<file path="src/rtl/program_loader.sv">
// Boot sequencer for the single-cycle MIPS core: holds the core in reset, streams
// program words into instruction memory, then runs the core for a set number of cycles.
module program_loader #(
  parameter  int WIDTH       = 32,
  parameter  int DEPTH_WORDS = 256,
  parameter  int ADDR_STEP   = 4,
  parameter  int RUN_W       = 16,
  localparam int CNT_W       = $clog2(DEPTH_WORDS) + 1
) (
  input  logic             clock,
  input  logic             reset_in,
  input  logic             start_in,
  input  logic             abort_in,
  input  logic [RUN_W-1:0] run_cycles_in,
  input  logic             word_valid_in,
  input  logic [WIDTH-1:0] word_in,
  input  logic             last_in,
  output logic             word_ready_out,
  output logic             instrWrite_out,
  output logic [WIDTH-1:0] instr_address_out,
  output logic [WIDTH-1:0] instr_out,
  output logic             cpu_reset_out,
  output logic             busy_out,
  output logic             done_out,
  output logic             overflow_err_out,
  output logic [CNT_W-1:0] words_loaded_out
);

  typedef enum logic [2:0] {
    S_IDLE   = 3'd0,
    S_LOAD   = 3'd1,
    S_SETTLE = 3'd2,
    S_RUN    = 3'd3,
    S_DONE   = 3'd4,
    S_ERROR  = 3'd5
  } state_t;

  state_t           state_q, state_d;
  logic [CNT_W-1:0] count_q, count_d;
  logic [RUN_W-1:0] run_lat_q, run_lat_d;
  logic [RUN_W-1:0] run_cnt_q, run_cnt_d;
  logic             wr_q, wr_d;
  logic [WIDTH-1:0] addr_q, addr_d;
  logic [WIDTH-1:0] data_q, data_d;
  logic             cpu_rst_q, cpu_rst_d;
  logic             busy_q, busy_d;
  logic             done_q, done_d;
  logic             err_q, err_d;

  logic handshake;
  logic start_ok;

  // Ready is the only output decoded straight from state.
  assign word_ready_out = (state_q == S_LOAD) && (count_q < CNT_W'(DEPTH_WORDS));
  assign handshake      = word_valid_in & word_ready_out;
  assign start_ok       = start_in &&
                          ((state_q == S_IDLE) || (state_q == S_DONE) || (state_q == S_ERROR));

  always_ff @(posedge clock or posedge reset_in) begin
    if (reset_in) begin
      state_q   <= S_IDLE;
      count_q   <= '0;
      run_lat_q <= '0;
      run_cnt_q <= '0;
      wr_q      <= 1'b0;
      addr_q    <= '0;
      data_q    <= '0;
      cpu_rst_q <= 1'b1;
      busy_q    <= 1'b0;
      done_q    <= 1'b0;
      err_q     <= 1'b0;
    end else begin
      state_q   <= state_d;
      count_q   <= count_d;
      run_lat_q <= run_lat_d;
      run_cnt_q <= run_cnt_d;
      wr_q      <= wr_d;
      addr_q    <= addr_d;
      data_q    <= data_d;
      cpu_rst_q <= cpu_rst_d;
      busy_q    <= busy_d;
      done_q    <= done_d;
      err_q     <= err_d;
    end
  end

  always_comb begin
    state_d = state_q;
    if (abort_in) begin
      state_d = S_IDLE;
    end else begin
      case (state_q)
        S_IDLE, S_DONE, S_ERROR: if (start_in) state_d = S_LOAD;
        S_LOAD: begin
          // last_in wins even on the final slot, so a full-memory program is legal.
          if (handshake) begin
            if (last_in)                                  state_d = S_SETTLE;
            else if (count_q == CNT_W'(DEPTH_WORDS - 1))  state_d = S_ERROR;
          end
        end
        S_SETTLE: state_d = S_RUN;
        S_RUN:    if (run_cnt_q == RUN_W'(1)) state_d = S_DONE;
        default:  state_d = S_IDLE;
      endcase
    end
  end

  always_comb begin
    count_d   = count_q;
    run_lat_d = run_lat_q;
    run_cnt_d = run_cnt_q;
    wr_d      = 1'b0;
    addr_d    = addr_q;
    data_d    = data_q;
    if (!abort_in) begin
      if (start_ok) begin
        count_d   = '0;
        run_lat_d = run_cycles_in;
      end
      if ((state_q == S_LOAD) && handshake) begin
        wr_d    = 1'b1;
        addr_d  = WIDTH'(count_q) * WIDTH'(ADDR_STEP);
        data_d  = word_in;
        count_d = count_q + CNT_W'(1);
      end
      if (state_q == S_SETTLE) run_cnt_d = run_lat_q;
      // A zero count never decrements, which is what makes N=0 free-run.
      if ((state_q == S_RUN) && (run_cnt_q != '0)) run_cnt_d = run_cnt_q - RUN_W'(1);
    end
    cpu_rst_d = (state_d != S_RUN);
    busy_d    = (state_d == S_LOAD) || (state_d == S_SETTLE) || (state_d == S_RUN);
    done_d    = (state_d == S_DONE);
    err_d     = (state_d == S_ERROR);
  end

  assign instrWrite_out    = wr_q;
  assign instr_address_out = addr_q;
  assign instr_out         = data_q;
  assign cpu_reset_out     = cpu_rst_q;
  assign busy_out          = busy_q;
  assign done_out          = done_q;
  assign overflow_err_out  = err_q;
  assign words_loaded_out  = count_q;

endmodule

</file>
<file path="config.mk">
export PLATFORM = sky130hd
export DESIGN_NAME = program_loader
export DESIGN_NICKNAME = d
export VERILOG_FILES = /design/src/rtl/program_loader.sv
export SDC_FILE = /design/constraint.sdc
export NUM_CORES = 1
export LEC_CHECK = 0
export ABC_AREA = 1
export CORE_ASPECT_RATIO = 0.75
export CORE_MARGIN = 2
export CORE_UTILIZATION = 48
export DETAILED_ROUTE_END_ITERATION = 7
export HOLD_SLACK_MARGIN = 0.05
export PLACE_DENSITY = 0.81
export RECOVER_POWER = 100
export SETUP_SLACK_MARGIN = 0.15
export SYNTH_ARGS = -nofsm -noshare
export SYNTH_HDL_FRONTEND = slang
export SYNTH_SLANG_ARGS = --single-unit
</file>
<file path="constraint.sdc">
create_clock -name clock -period 2.92 [get_ports clock]
set_input_delay 0.292 -clock clock [delete_from_list [all_inputs] [get_ports clock]]
set_output_delay 0.292 -clock clock [all_outputs]
set_load 0.02 [all_outputs]
</file>
Yosys cells after proc, flatten, opt, wreduce, memory -nomap -nowiden
Index checks and enable logic that the tools add are counted.
- add/sub/neg operators: 2
- order comparisons: 1
- equality and inequality tests: 13
- multiplexer cells: 13
- bitwise logic cells: 2
- reductions and logical operators: 17
- operators by type and width (cell ; number):
    $mux W16 ; 2
    $mux W3 ; 6
    $mux W9 ; 2
    $eq A16 B1 Y1 const B ; 1
    $reduce_bool A16 Y1 ; 1
    $sub A16 B1 Y16 const B ; 1
    $eq A3 B2 Y1 const B ; 4
    $eq A3 B3 Y1 const B ; 4
    $pmux W3 S4 ; 1
    $add A9 B1 Y9 const B ; 1
    $eq A9 B8 Y1 const B ; 1
    $lt A9 B9 Y1 const B ; 1
    $reduce_and A2 Y1 ; 4
    $eq A3 B1 Y1 const B ; 2
    $logic_and A1 B1 Y1 ; 4
    $logic_or A1 B1 Y1 ; 4
    $reduce_bool A2 Y1 ; 2
    $logic_not A3 Y1 ; 1
    $ne A3 B2 Y1 const B ; 1
    $reduce_or A3 Y1 ; 1
    $mux W1 ; 2
    $and A1 B1 Y1 ; 1
    $not A1 Y1 ; 1
- bits in registers: 90
- output and inout bits: 79

Longest topological paths before layout
- depth after elaboration: 9
- depth in mapped cells: 13

Least setup slack after synthesis
No wires, ideal clock.
- path type: register -> register
- start point: register count_q[0], in the netlist words_loaded_out[0]
- end point: register busy_q, in the netlist busy_out
- library setup time: 0.113 ns
- arrival time: 1.599 ns
- data required time: 2.807 ns
- setup slack: 1.208 ns
- cell stages (with the launch flop): 12
- path buffers: 0
- period minus slack after synthesis: 1.712 ns
- cell sequence: dfrtp_1 > ha_1 > nand3_1 > nor4_1 > ha_1 > inv_1 > nor2_1 > nand2_1 > nand3_1 > nand2_1 > nand2_1 > inv_1
- cells in the longest elaborated chain, start to end: 9
- elaborated cells between the ends (all ways): 14
- those cells by class: order compare: 1; eq/ne: 4; mux: 5; bitwise: 1; reduce/logical: 3
- ends and longest elaborated chain (element ; RTL line ; source):
    start, declared ; 39 ; logic [CNT_W-1:0] count_q, count_d;
    start signal, assigned ; 74 ; count_q <= count_d;
    $lt A9 B9 Y1 or $eq A9 B8 Y1 (tied branches) ; 54, 98 ;
    $logic_and A1 B1 Y1 or $mux W3 (tied branches) ; 54, 98 ;
    $and A1 B1 Y1 or $mux W3 (tied branches) ; 55, 97 ;
    $mux W3 * ; 96 ; if (handshake) begin
    $pmux W3 S4 * ; 92 ; case (state_q)
    $mux W3 * ; 89 ; if (abort_in) begin
    $eq A3 B1 Y1 or $eq A3 B2 Y1 (tied branches) ; 131 ; busy_d = (state_d == S_LOAD) || (state_d == S_SETTLE) || (state_d == S_RUN);
    $logic_or A1 B1 Y1 ; 131 ;
    $logic_or A1 B1 Y1 * ; 131 ;
    net busy_d ; 46 ; logic busy_q, busy_d;
    end signal, assigned ; 81 ; busy_q <= busy_d;
    end, declared ; 46 ;
Mark *: on every way through the listed nets, which the timed path passes. The rest lies on a longest branch.
A chain may end at the register's enable or synchronous reset.

Worst setup path after layout
- start point: register state_q[0]
- end point: register count_q[7], in the netlist words_loaded_out[7]
- cells in the longest elaborated chain, start to end: 6
- elaborated cells between the ends (all ways): 13
- those cells by class: eq/ne: 3; mux: 1; bitwise: 1; reduce/logical: 8
- ends and longest elaborated chain (element ; RTL line ; source):
    start, declared ; 38 ; state_t state_q, state_d;
    start signal, assigned ; 73 ; state_q <= state_d;
    $eq A3 B1 Y1, or another cell as far along ; 54, 120 ;
    $logic_and A1 B1 Y1 or $logic_or A1 B1 Y1 (tied branches) ; 54, 57 ;
    $and A1 B1 Y1 or $logic_or A1 B1 Y1 (tied branches) ; 55, 57 ;
    $logic_and A1 B1 Y1 (on tied branches) ; 120, 56 ;
    $reduce_bool A2 Y1 (no line) ; - ;
    $reduce_and A2 Y1 (no line) ; - ;
Several ways; a longest one is shown, not always the timed one.

==> results.json <==
{
  "clk_latency_ns": 0.34,
  "via_count": 3912,
  "async_flop_share": 1.00,
  "failed_checks": "max-capacitance violations, max-slew violations",
  "post-cts-setup-buffer-count": 0,
  "rr_startpoint": "state_q[0]$_DFF_PP0_",
  "leakage_nw": 3.10,
  "relSlewSlack": -0.0898,
  "yosysSeqAreaShare": 0.500,
  "critPathLaunchType": "register",
  "synthToLayoutAreaGrowth_pct": 30.3,
  "cts_sinks": 90,
  "synth_top_area_frac": 0.494,
  "cp_top_family": "simple AND/OR/NAND/NOR gates",
  "powerDensity_nw_per_um2": 889,
  "ctsHtreeMaxLevel": 3,
  "critPathSlowestCell": "dfrtp_1",
  "cp_max_fo": 17,
  "die_x_um": 116,
  "synth_area_um2": 4510,
  "post-dp-hpwl_um": 8070,
  "cts_buffer_depth": 2,
  "worst-path-buf-inv": 1,
  "cts-resized-gates": 0,
  "antenna_cells": 0,
  "cp_cell_sequence": "nand2_1, nor2_2, nand3_2, inv_1, nand2_1, nand2_1, nand4_1, o21ai_0",
  "worstSetupStartpoint": "state_q[0]$_DFF_PP0_",
  "cts-root-buf": "clkbuf_16",
  "post-route-min-period_ns": 2.37,
  "rsz0062_at_grt": "false",
  "grt_pass1_wl_um": 17900,
  "avgSynthCellArea_um2": 7.72,
  "drt_wl_total_um": 11000,
  "final_hold_viol_count": 0,
  "wl_per_cell_um": 13.4,
  "r2r-end": "words_loaded_out[7]$_DFFE_PP0P_",
  "viasPerCell": 4.76,
  "rrSetupSlack_ns": 0.55,
  "fmax_mhz": 422,
  "overflow": 0,
  "drtPass1Iterations": 5,
  "syn_inst": 584,
  "final_cells": 822,
  "holdBufCountCts": 0,
  "status": "finished with violations",
  "synth_area_leaders": "dfrtp_1, nand2_1, buf_4",
  "worstRegToRegCells": 8,
  "cp.required_ns": 3.17,
  "crit_cells": 8,
  "final.setup.tns_ns": 0,
  "crit_path_end_kind": "register",
  "antenna_found_initial": 0,
  "io-pin-count": 133,
  "grt_pass1_vias": 3630,
  "cts_tree": "built",
  "cts.clk_slew.worst_paths_ns": 0.06,
  "synth_cell_types": 35,
  "drt_iter0_drc": 257,
  "max_stage_delay_ns": 0.50,
  "min_period_over_period": 0.811,
  "core.rowCount": 30,
  "final_nets": 748,
  "netlist.top_cell.by_area": "dfrtp_1",
  "finalClockSkew_ns": 0.00755,
  "worst_pin_slew_ns": 1.63,
  "crit_type": "register to register",
  "die_h_um": 87.9,
  "core_area_um2": 9080,
  "gp_congestion": 0.902,
  "dieArea_um2": 10200,
  "arrival_ns": 2.62,
  "path_common_cell": "nand2_1",
  "postRouteAntennaNets": 0,
  "vdd_drop_max_uv": 659,
  "cts_buffers": 9,
  "grt_start_max_net_pins": 39,
  "initial_core_util": 0.496,
  "track_usage": 0.228,
  "setup_viol": 0,
  "drc": 0,
  "drv_slew": 37,
  "ys_warn_count": 0,
  "maxCapViolCount": 1,
  "synthFlopType": "dfrtp_1",
  "place.port_buffers": 109,
  "placed_cells": 807,
  "endpoint": "words_loaded_out[7]$_DFFE_PP0P_",
  "hold_class": "register to register",
  "synth_edf_count": 0,
  "ys_ff_latch": 90,
  "layout-drive-gt1-share": 0.0461,
  "num-fill-cells": 785
}
## per-layer routing
| layer | global-route usage | routed length (um) | part of all wire | vias to the layer above |
|---|---|---|---|---|
| li1 | - | - | - | 1943 |
| met4 | 0.0963 | 274 | 0.025 | 0 |
| met5 | 0 | 0 | 0 | - |
| met3 | 0.0526 | 564 | 0.051 | 24 |
| met2 | 0.339 | 5130 | 0.47 | 119 |
| met1 | 0.322 | 5010 | 0.46 | 1826 |
## kinds of logic (layout without fill, tap and decap cells)
logic type,after synthesis,after routing,share of synthesized area
compound gates,31,31,0.0416
xor+xnor,8,8,0.0155
fa+ha+maj,4,4,0.0111
buf+inv,78,166,0.0977
flops,90,90,0.500
other cells,1,23,0.000832
simple gates,372,372,0.333
## power by group
group	internal [mW]	leakage, nW	switching (mW)	total, mW
combinational	0.824	1.80	1.24	2.07
clock	0.743	0.145	0.461	1.20
sequential	1.64	1.16	0.310	1.95
## cell usage after synthesis, types with 2 or more instances
master and n:
inv_2 3, xnor2_1 4, nand2_1 298, ha_1 4
buf_6 4, nor2_4 2, nand2_2 2, xor2_1 4
nor2_2 6, o21ai_0 20, nor2_1 38, clkbuf_1 2
nand3_2 2, nand4_1 3, nand3b_1 7, a21oi_1 3
nand3_1 10, inv_1 35, buf_4 30, dfrtp_1 89
buf_2 4
## cells in the final DEF (no fill, tap or decap), drive strengths merged
cell type and n:
clkdlybuf4s50 52, nand4 3, ha 4, clkinv 1
o211ai 1, nor2 46, o31ai 1, nor4 1
clkbuf 11, or2 1, dfrtp 89, o22ai 1
a21oi 4, inv 37, nand2 300, nor3 2
nand3 12, clkinvlp 3, o21ai 22, bufinv 2
a31oi 1, xor2 4, nand3b 7, buf 3
xnor2 4, conb 23, dfstp 1, o21bai 1
dlygate4sd3 57
## worst min path at each step
stage / startpoint / end / cells after the start
final: instr_out[9]$_DFFE_PP0P_ / instr_out[9]$_DFFE_PP0P_ / 2
after global routing: instr_out[28]$_DFFE_PP0P_ / instr_out[28]$_DFFE_PP0P_ / 2
after CTS: reset_in / instr_out[28]$_DFFE_PP0P_ / 2
after detailed placement: instr_out[9]$_DFFE_PP0P_ / instr_out[9]$_DFFE_PP0P_ / 2
after global placement: instr_out[5]$_DFFE_PP0P_ / instr_out[5]$_DFFE_PP0P_ / 2
after floorplan: run_cycles_in[0] / run_lat_q[0]$_DFFE_PP0P_ / 2
## through the flow
stage / setup slack (ns) / hold WS (ns) / power (mW) / utilization / instance area, um2
2_1_floorplan: 0.294 / 0.402 / 3.32 / - / 4590
3_3_place_gp: 0.749 / 0.453 / 4.09 / 0.615 / 5590
3_5_place_dp: 0.674 / 0.457 / 4.15 / 0.615 / 5590
4_1_cts: 0.816 / 0.367 / 5.38 / 0.649 / 5900
5_1_grt: 0.294 / 0.492 / 5.59 / 0.647 / 5870
6_report: 0.551 / 0.464 / 5.22 / 0.647 / 5870
## flip-flops by register name (all words and copies together) (netlist names)
name and flops:
instr_out 32, run_cnt_q 16, run_lat_q 16, instr_address_out 9
words_loaded_out 9, state_q 3, busy_out 1, cpu_reset_out 1
done_out 1, instrWrite_out 1, overflow_err_out 1
## area by class of cell
type	count	area, um2	share of cell area
clock buffers	10	229	0.0390
clock inverters	5	80.1	0.0136
inverters	38	144	0.0245
multi-input cells	438	1880	0.319
flip-flops and latches	90	2250	0.384
well taps	128	160	0.0273
repair buffers	113	1130	0.193
## tightest hold or removal path, cell delays in order, from the launching register on
cell and delay [ns]:
dfrtp_1 0.34, nand2_1 0.05, nand2_1 0.04
Power figures use the tool's default switching activity.
